--- config.mk ---
export PLATFORM = sky130hd
export DESIGN_NAME = ad9866_spi_responder
export DESIGN_NICKNAME = d
export VERILOG_FILES = /design/src/rtl/ad9866_pkg.sv /design/src/rtl/spi_edge_sync.sv /design/src/rtl/ad9866_spi_responder.sv
export SDC_FILE = /design/constraint.sdc
export NUM_CORES = 1
export LEC_CHECK = 0
export CAP_MARGIN = 10
export CORE_ASPECT_RATIO = 1.4
export CORE_MARGIN = 5
export CORE_UTILIZATION = 60
export CTS_CLUSTER_DIAMETER = 50
export DETAILED_ROUTE_END_ITERATION = 10
export GPL_ROUTABILITY_DRIVEN = 0
export PLACE_DENSITY = 0.85
export SLEW_MARGIN = 15
export SYNTH_ARGS = -nofsm -noshare
export SYNTH_HDL_FRONTEND = slang
export SYNTH_SLANG_ARGS = --single-unit
--- constraint.sdc ---
create_clock -name clk -period 3 [get_ports clk]
set_input_delay 0.6 -clock clk [delete_from_list [all_inputs] [get_ports clk]]
set_output_delay 0.6 -clock clk [all_outputs]
set_load 0.03 [all_outputs]
--- src/rtl/ad9866_pkg.sv ---
// Shared constants and types for the AD9866 serial-control responder.
// Latency: n/a (declarations only).
// Backpressure: n/a.
package ad9866_pkg;

    localparam int unsigned AD9866_FRAME_BITS   = 16;
    localparam int unsigned AD9866_NUM_REGS_DEF = 20;

    localparam logic [4:0] AD9866_REG_RXGAIN = 5'h09;
    localparam logic [4:0] AD9866_REG_TXGAIN = 5'h0a;

    // Power-on contents: reg 0x00 selects 4-wire SPI, everything else clear.
    localparam logic [7:0] AD9866_RST_VALS [AD9866_NUM_REGS_DEF] = '{0: 8'h80, default: 8'h00};

    typedef enum logic [2:0] {
        WAIT_IDLE = 3'd0,
        IDLE      = 3'd1,
        SHIFT     = 3'd2,
        COMMIT    = 3'd3,
        DONE      = 3'd4
    } resp_state_t;

    // On-wire frame layout, MSB first.
    typedef struct packed {
        logic       rw;        // 1 = read
        logic [1:0] byte_cnt;  // only 00 (single byte) is accepted
        logic [4:0] addr;
        logic [7:0] data;
    } frame_t;

    function automatic logic [7:0] ad9866_rst_val(input int unsigned idx);
        if (idx < AD9866_NUM_REGS_DEF) begin
            return AD9866_RST_VALS[idx[4:0]];
        end
        return 8'h00;
    endfunction

endpackage

--- src/rtl/spi_edge_sync.sv ---
// Synchronizes sclk/sen_n/sdio into clk and flags sclk/sen_n edges.
// Latency: SYNC_STAGES clk to the synchronized levels, edges flagged in that same cycle.
// Backpressure: none; free-running sampler.
//
// Ports: clk, rst_n; raw sclk/sen_n/sdio in; synchronized sen_n_s/sdio_s and
// single-cycle sclk_rise/sclk_fall/sen_rise/sen_fall out.
module spi_edge_sync #(
    parameter int unsigned SYNC_STAGES = 2
) (
    input  logic clk,
    input  logic rst_n,
    input  logic sclk,
    input  logic sen_n,
    input  logic sdio,
    output logic sclk_rise,
    output logic sclk_fall,
    output logic sen_n_s,
    output logic sen_rise,
    output logic sen_fall,
    output logic sdio_s
);

    logic sclk_s;
    logic sclk_q;
    logic sen_n_q;

    // sdio goes through the same depth as sclk so the bit sampled on a
    // detected rising edge is the one present at the raw edge.
    generate
        if (SYNC_STAGES == 0) begin : g_nosync
            assign sclk_s  = sclk;
            assign sen_n_s = sen_n;
            assign sdio_s  = sdio;
        end else begin : g_sync
            logic [SYNC_STAGES-1:0] sclk_ff;
            logic [SYNC_STAGES-1:0] sen_ff;
            logic [SYNC_STAGES-1:0] sdio_ff;

            // sen_n chain resets to "enabled" so the responder cannot mistake
            // the reset value for an idle bus while the chain refills.
            always_ff @(posedge clk or negedge rst_n) begin
                if (!rst_n) begin
                    sclk_ff <= '0;
                    sen_ff  <= '0;
                    sdio_ff <= '0;
                end else begin
                    sclk_ff[0] <= sclk;
                    sen_ff[0]  <= sen_n;
                    sdio_ff[0] <= sdio;
                    for (int i = 1; i < SYNC_STAGES; i++) begin
                        sclk_ff[i] <= sclk_ff[i-1];
                        sen_ff[i]  <= sen_ff[i-1];
                        sdio_ff[i] <= sdio_ff[i-1];
                    end
                end
            end

            assign sclk_s  = sclk_ff[SYNC_STAGES-1];
            assign sen_n_s = sen_ff[SYNC_STAGES-1];
            assign sdio_s  = sdio_ff[SYNC_STAGES-1];
        end
    endgenerate

    always_ff @(posedge clk or negedge rst_n) begin
        if (!rst_n) begin
            sclk_q  <= 1'b0;
            sen_n_q <= 1'b0;
        end else begin
            sclk_q  <= sclk_s;
            sen_n_q <= sen_n_s;
        end
    end

    assign sclk_rise = ~sclk_q & sclk_s;
    assign sclk_fall = sclk_q & ~sclk_s;
    assign sen_rise  = ~sen_n_q & sen_n_s;
    assign sen_fall  = sen_n_q & ~sen_n_s;

endmodule

--- src/rtl/ad9866_spi_responder.sv ---
// AD9866 serial-control slave model: decodes 16-bit frames into a register file.
// Latency: write commits 1 clk after the 16th detected sclk rise; host_data 1 clk.
// Backpressure: none; frames are accepted at line rate, malformed ones flag frame_err.
//
// Ports: clk, rst_n; SPI spi_sclk/spi_sen_n/spi_sdio in, spi_sdo out;
// wr_strobe/wr_addr/wr_data commit report; tx_gain/rx_gain register views;
// frame_err pulse; host_addr in / host_data out local read port.
// Build option: define AD9866_RESP_READBACK_EN to implement read frames on spi_sdo.
module ad9866_spi_responder
    import ad9866_pkg::*;
#(
    parameter int unsigned SYNC_STAGES = 2,
    parameter int unsigned NUM_REGS    = AD9866_NUM_REGS_DEF
) (
    input  logic       clk,
    input  logic       rst_n,
    input  logic       spi_sclk,
    input  logic       spi_sen_n,
    input  logic       spi_sdio,
    output logic       spi_sdo,
    output logic       wr_strobe,
    output logic [4:0] wr_addr,
    output logic [7:0] wr_data,
    output logic [3:0] tx_gain,
    output logic [5:0] rx_gain,
    output logic       frame_err,
    input  logic [4:0] host_addr,
    output logic [7:0] host_data
);

    logic sclk_rise;
    logic sen_n_s;
    logic sen_rise;
    logic sen_fall;
    logic sdio_s;
`ifdef AD9866_RESP_READBACK_EN
    logic sclk_fall;
`endif

    spi_edge_sync #(
        .SYNC_STAGES (SYNC_STAGES)
    ) u_edge_sync (
        .clk       (clk),
        .rst_n     (rst_n),
        .sclk      (spi_sclk),
        .sen_n     (spi_sen_n),
        .sdio      (spi_sdio),
        .sclk_rise (sclk_rise),
`ifdef AD9866_RESP_READBACK_EN
        .sclk_fall (sclk_fall),
`else
        .sclk_fall (),
`endif
        .sen_n_s   (sen_n_s),
        .sen_rise  (sen_rise),
        .sen_fall  (sen_fall),
        .sdio_s    (sdio_s)
    );

    resp_state_t                  state;
    logic [AD9866_FRAME_BITS-1:0] shreg;
    logic [AD9866_FRAME_BITS-1:0] shreg_nxt;
    logic [4:0]                   bit_cnt;
    logic                         extra_seen;
    logic [7:0]                   regs [NUM_REGS];
    frame_t                       frame;

    assign shreg_nxt = {shreg[AD9866_FRAME_BITS-2:0], sdio_s};
    assign frame     = shreg;

    function automatic logic addr_ok(input logic [4:0] a);
        return 32'(a) < NUM_REGS;
    endfunction

    always_ff @(posedge clk or negedge rst_n) begin
        if (!rst_n) begin
            state      <= WAIT_IDLE;
            shreg      <= '0;
            bit_cnt    <= '0;
            extra_seen <= 1'b0;
            wr_strobe  <= 1'b0;
            wr_addr    <= '0;
            wr_data    <= '0;
            frame_err  <= 1'b0;
            for (int unsigned i = 0; i < NUM_REGS; i++) begin
                regs[i[4:0]] <= ad9866_rst_val(i);
            end
        end else begin
            wr_strobe <= 1'b0;
            frame_err <= 1'b0;
            case (state)
                // Only start decoding once the bus is seen idle, so a reset
                // released mid-frame drops the tail of that frame.
                WAIT_IDLE: begin
                    if (sen_n_s) begin
                        state <= IDLE;
                    end
                end
                IDLE: begin
                    if (sen_fall) begin
                        shreg      <= '0;
                        bit_cnt    <= '0;
                        extra_seen <= 1'b0;
                        state      <= SHIFT;
                    end
                end
                SHIFT: begin
                    if (sen_rise) begin
                        frame_err <= 1'b1;
                        state     <= IDLE;
                    end else if (sclk_rise) begin
                        shreg   <= shreg_nxt;
                        bit_cnt <= bit_cnt + 5'd1;
                        if (bit_cnt == 5'(AD9866_FRAME_BITS - 1)) begin
                            state <= COMMIT;
                        end
                    end
                end
                COMMIT: begin
                    if (frame.byte_cnt != 2'b00) begin
                        frame_err <= 1'b1;
                    end else if (!frame.rw && addr_ok(frame.addr)) begin
                        regs[frame.addr] <= frame.data;
                        wr_addr          <= frame.addr;
                        wr_data          <= frame.data;
                        wr_strobe        <= 1'b1;
                    end
                    state <= DONE;
                end
                DONE: begin
                    // Level check: sen_n may already have risen during COMMIT.
                    if (sen_n_s) begin
                        state <= IDLE;
                    end else if (sclk_rise && !extra_seen) begin
                        frame_err  <= 1'b1;
                        extra_seen <= 1'b1;
                    end
                end
                default: state <= WAIT_IDLE;
            endcase
        end
    end

`ifdef AD9866_RESP_READBACK_EN
    logic [7:0] sdo_shift;
    logic       sdo_q;

    // The shifter stays zero until a read address is known, so falling edges
    // before the load simply keep driving 0.
    always_ff @(posedge clk or negedge rst_n) begin
        if (!rst_n) begin
            sdo_shift <= '0;
            sdo_q     <= 1'b0;
        end else if (sen_n_s) begin
            sdo_shift <= '0;
            sdo_q     <= 1'b0;
        end else if (state == SHIFT && sclk_rise && !sen_rise &&
                     bit_cnt == 5'd7 && shreg_nxt[7]) begin
            sdo_shift <= addr_ok(shreg_nxt[4:0]) ? regs[shreg_nxt[4:0]] : 8'h00;
        end else if (sclk_fall) begin
            sdo_q     <= sdo_shift[7];
            sdo_shift <= {sdo_shift[6:0], 1'b0};
        end
    end

    assign spi_sdo = sdo_q;
`else
    assign spi_sdo = 1'b0;
`endif

    always_ff @(posedge clk or negedge rst_n) begin
        if (!rst_n) begin
            host_data <= '0;
        end else begin
            host_data <= addr_ok(host_addr) ? regs[host_addr] : 8'h00;
        end
    end

    assign tx_gain = regs[AD9866_REG_TXGAIN][3:0];
    assign rx_gain = regs[AD9866_REG_RXGAIN][5:0];

endmodule

==> results.md <==
* Antenna violations before repair at 0
* CTS H-tree lvls at 1
* Mapped Area at 9701 um2
* Fmax at 0.4127 GHz
* Crit-path cells: and3b_2, nand4_1, nor3_2, mux2_2
* First-pass GRT wire length at 34.64 mm
* Total die area at 18,850 um2
* Sw power at 1.437 mW
* Leakage power at 5.273 nW
* Final WL at 21.29 mm
* Hold Worst Slack at 90.11 ps
* Gate Count Post-Synth at 673
* Min Tclk post-route at 2423 ps
* Resize count post-CTS at 0
* Switching Share at 0.2406
* Yosys warning count at 0
* Post-DP HPWL at 14.15 mm
* Die Y at 160.4 um
* Largest stage delay, worst path at 730 ps
* Setup TNS at 0 ps
* Gr ovfl total at 0
* Crit path kind: reg2reg
* Fin crit share at 0.8077
* Io pins at 44
* Synth cell types at 50
* Share of layout cells above drive strength 1 at 0.3674
* Final setup violating endpoints at 0
* Post-CTS Setup Bufs at 0
* Final ANT Viol Nets at 0
* Clk buf depth at 3
* Startpoint types: flop
* DRC viols at 0
* Logic pwr share at 0.084
* N_diodes at 0
* CTS tree: done
* Clock transition at path regs at 60 ps
* Port bufs at 42
* TritonCTS Buffers at 21
* Worst hold-check path type: in2async
* Clock power share at 0.400
* Hold_buf cts at 0
* # Max-Cap Violations at 0
* Worst-Skew Late Latency at 490 ps
* Initial core utilization at 0.6050
* CP Data Required Time at 3350 ps
* Peak supply drop at 0.4174 mV
* Largest net degree at the start of global routing at 69
* Drt wl/cell at 23.55 um
* Root Driver: clkbuf_16
* Vias in the first global route at 6,402
* Net count after synthesis at 685
* CORE AREA at 16,030 um2
* Top_reg_cell synth: dfrtp_1
* Fin. Hold Viols at 0
* Synth Register Bits at 216
* 1st-iter DRT viols at 357
* Slew margin rel. at 0.3605
* Mapped Avg Cell Area at 14.41 um2
* CP endpoint kind: flop
* CP max FO at 12
* Power share of the sequential group at 0.516
* DR vias/cell at 6.285
* RSZ-0062 raised after global routing: false
* Outcome: complete, no violations
* GRT Total Usage at 0.2283
* Register area share after synthesis at 0.5573
* TritonCTS sink count at 216
* CP max-delay cell: nor3_2
* Die width at 117.5 um
* Area Growth Syn to Fin at 11.29%
* PwrDens at 553.0 nW/um2
* First-pass DRT Iterations at 5
* Core Rows at 55
* Ys async rst share at 1.000
* Number of synthesized flops with an enable pin at 0
* Slew at the pin closest to its max-slew limit at 959.2 ps
* Pins Over Slew Limit at 0
* Fin nets at 706
* P_int at 4.534 mW
* Data arrival time of the critical path at 2780 ps
* Fin Clk Skew at 23.39 ps
* Vias at 5,682
-- cell families after synthesis --
logic type | share of synthesized area
muxes | 0.3010
buffers and inverters | 0.03173
adders and majority gates | 0.002579
AOI/OAI and AO/OA | 0.04489
and+or+nand+nor | 0.06204
DFF | 0.5573
other | 0.0003866
-- area by class of cell --
type	count	area [um2]
Fill cell	1100	5239
Clock inverter	4	23.77
Tap cell	199	249.0
Timing Repair Buffer	52	514.2
Clock buffer	30	589.3
Inverter	7	26.28
Multi-Input combinational cell	396	3986
Sequential cell	216	5406
-- power by group through the flow --
| stage | combinational, mW | clock [mW] | sequential, mW |
|---|---|---|---|
| after floorplan | 0.332 | 0 | 3.11 |
| after global placement | 0.485 | 0 | 3.13 |
| after detailed placement | 0.504 | 0 | 3.14 |
| after CTS | 0.506 | 2.43 | 3.08 |
| after global routing | 0.545 | 2.55 | 3.09 |
| final | 0.500 | 2.39 | 3.08 |
-- sequential cells by signal (all words and copies together) (netlist names), 2 cells and up --
| name | cells |
|---|---|
| bit_cnt | 5 |
| frame | 16 |
| host_data | 8 |
| regs | 150 |
| rx_gain | 6 |
| state | 3 |
| tx_gain | 4 |
| u_edge_sync.g_sync.sclk_ff | 2 |
| u_edge_sync.g_sync.sdio_ff | 2 |
| u_edge_sync.g_sync.sen_ff | 2 |
| wr_addr | 5 |
| wr_data | 8 |
-- worst paths after layout --
kind	cells after the start	from	to	slack (ps)
min	1	rst_n	regs[116]	90
min reg2reg	0	u_edge_sync.g_sync.sen_ff[0]	u_edge_sync.g_sync.sen_ff[1]	350
max	4	state[2]	regs[51]	580
max reg2reg	4	state[2]	regs[51]	580
min in group clk	0	u_edge_sync.g_sync.sen_ff[0]	u_edge_sync.g_sync.sen_ff[1]	350
max in group asynchronous	2	rst_n	host_data[4]	2070
-- layout by cell type, fill, tap and decap left out, types with 14 or more instances in the layout --
cell               n
dfrtp_1          215
mux2_2           160
clkdlybuf4s50_1   39
mux2i_1           36
nand2_1           28
mux4_2            22
clkbuf_16         21
a22oi_1           20
a22o_1            18
mux2_4            16
nand3_1           14
-- critical path, delay by kind of cell (launching register included) --
kind / cells / cell delay, ps
DFF: 1 / 510
and+or+nand+nor: 3 / 1360
muxes: 1 / 420
-- synth_stat cells (all sizes together) (3+ instances only) --
library cell,instances,area share
dfrtp,215,0.55
mux2,178,0.21
mux2i,36,0.037
nand2,32,0.013
buf,29,0.019
clkbuf,25,0.0097
mux4,22,0.051
a22oi,20,0.015
a22o,18,0.016
nand3,15,0.0083
nor3,11,0.010
inv,7,0.0027
nor2,7,0.0030
a21oi,6,0.0031
nor2b,6,0.0039
o21ai,6,0.0031
nand2b,4,0.0026
nor3b,4,0.0031
nand3b,3,0.0023
nand4,3,0.0019
or2,3,0.0019
-- metrics by stage --
stage / instance area, um2 / instances / power, mW / util / setup slack, ps
global route: 10800 / 904 / 6.189 / 0.6733 / 504.2
CTS: 10800 / 904 / 6.017 / 0.6733 / 609.4
floorplan: 9701 / 673 / 3.441 / - / 999.5
finish: 10800 / 904 / 5.970 / 0.6733 / 577.0
global placement: 10180 / 870 / 3.612 / 0.6350 / 584.5
detailed placement: 10180 / 870 / 3.639 / 0.6350 / 474.2
-- routing by layer --
metal,share of wire,up-vias,track usage
met5,0,-,0
met4,0.051,0,0.1189
met2,0.54,136,0.4009
met3,0.040,58,0.03381
li1,-,2478,-
met1,0.37,3010,0.2715
(Power assumes the default switching activity.)
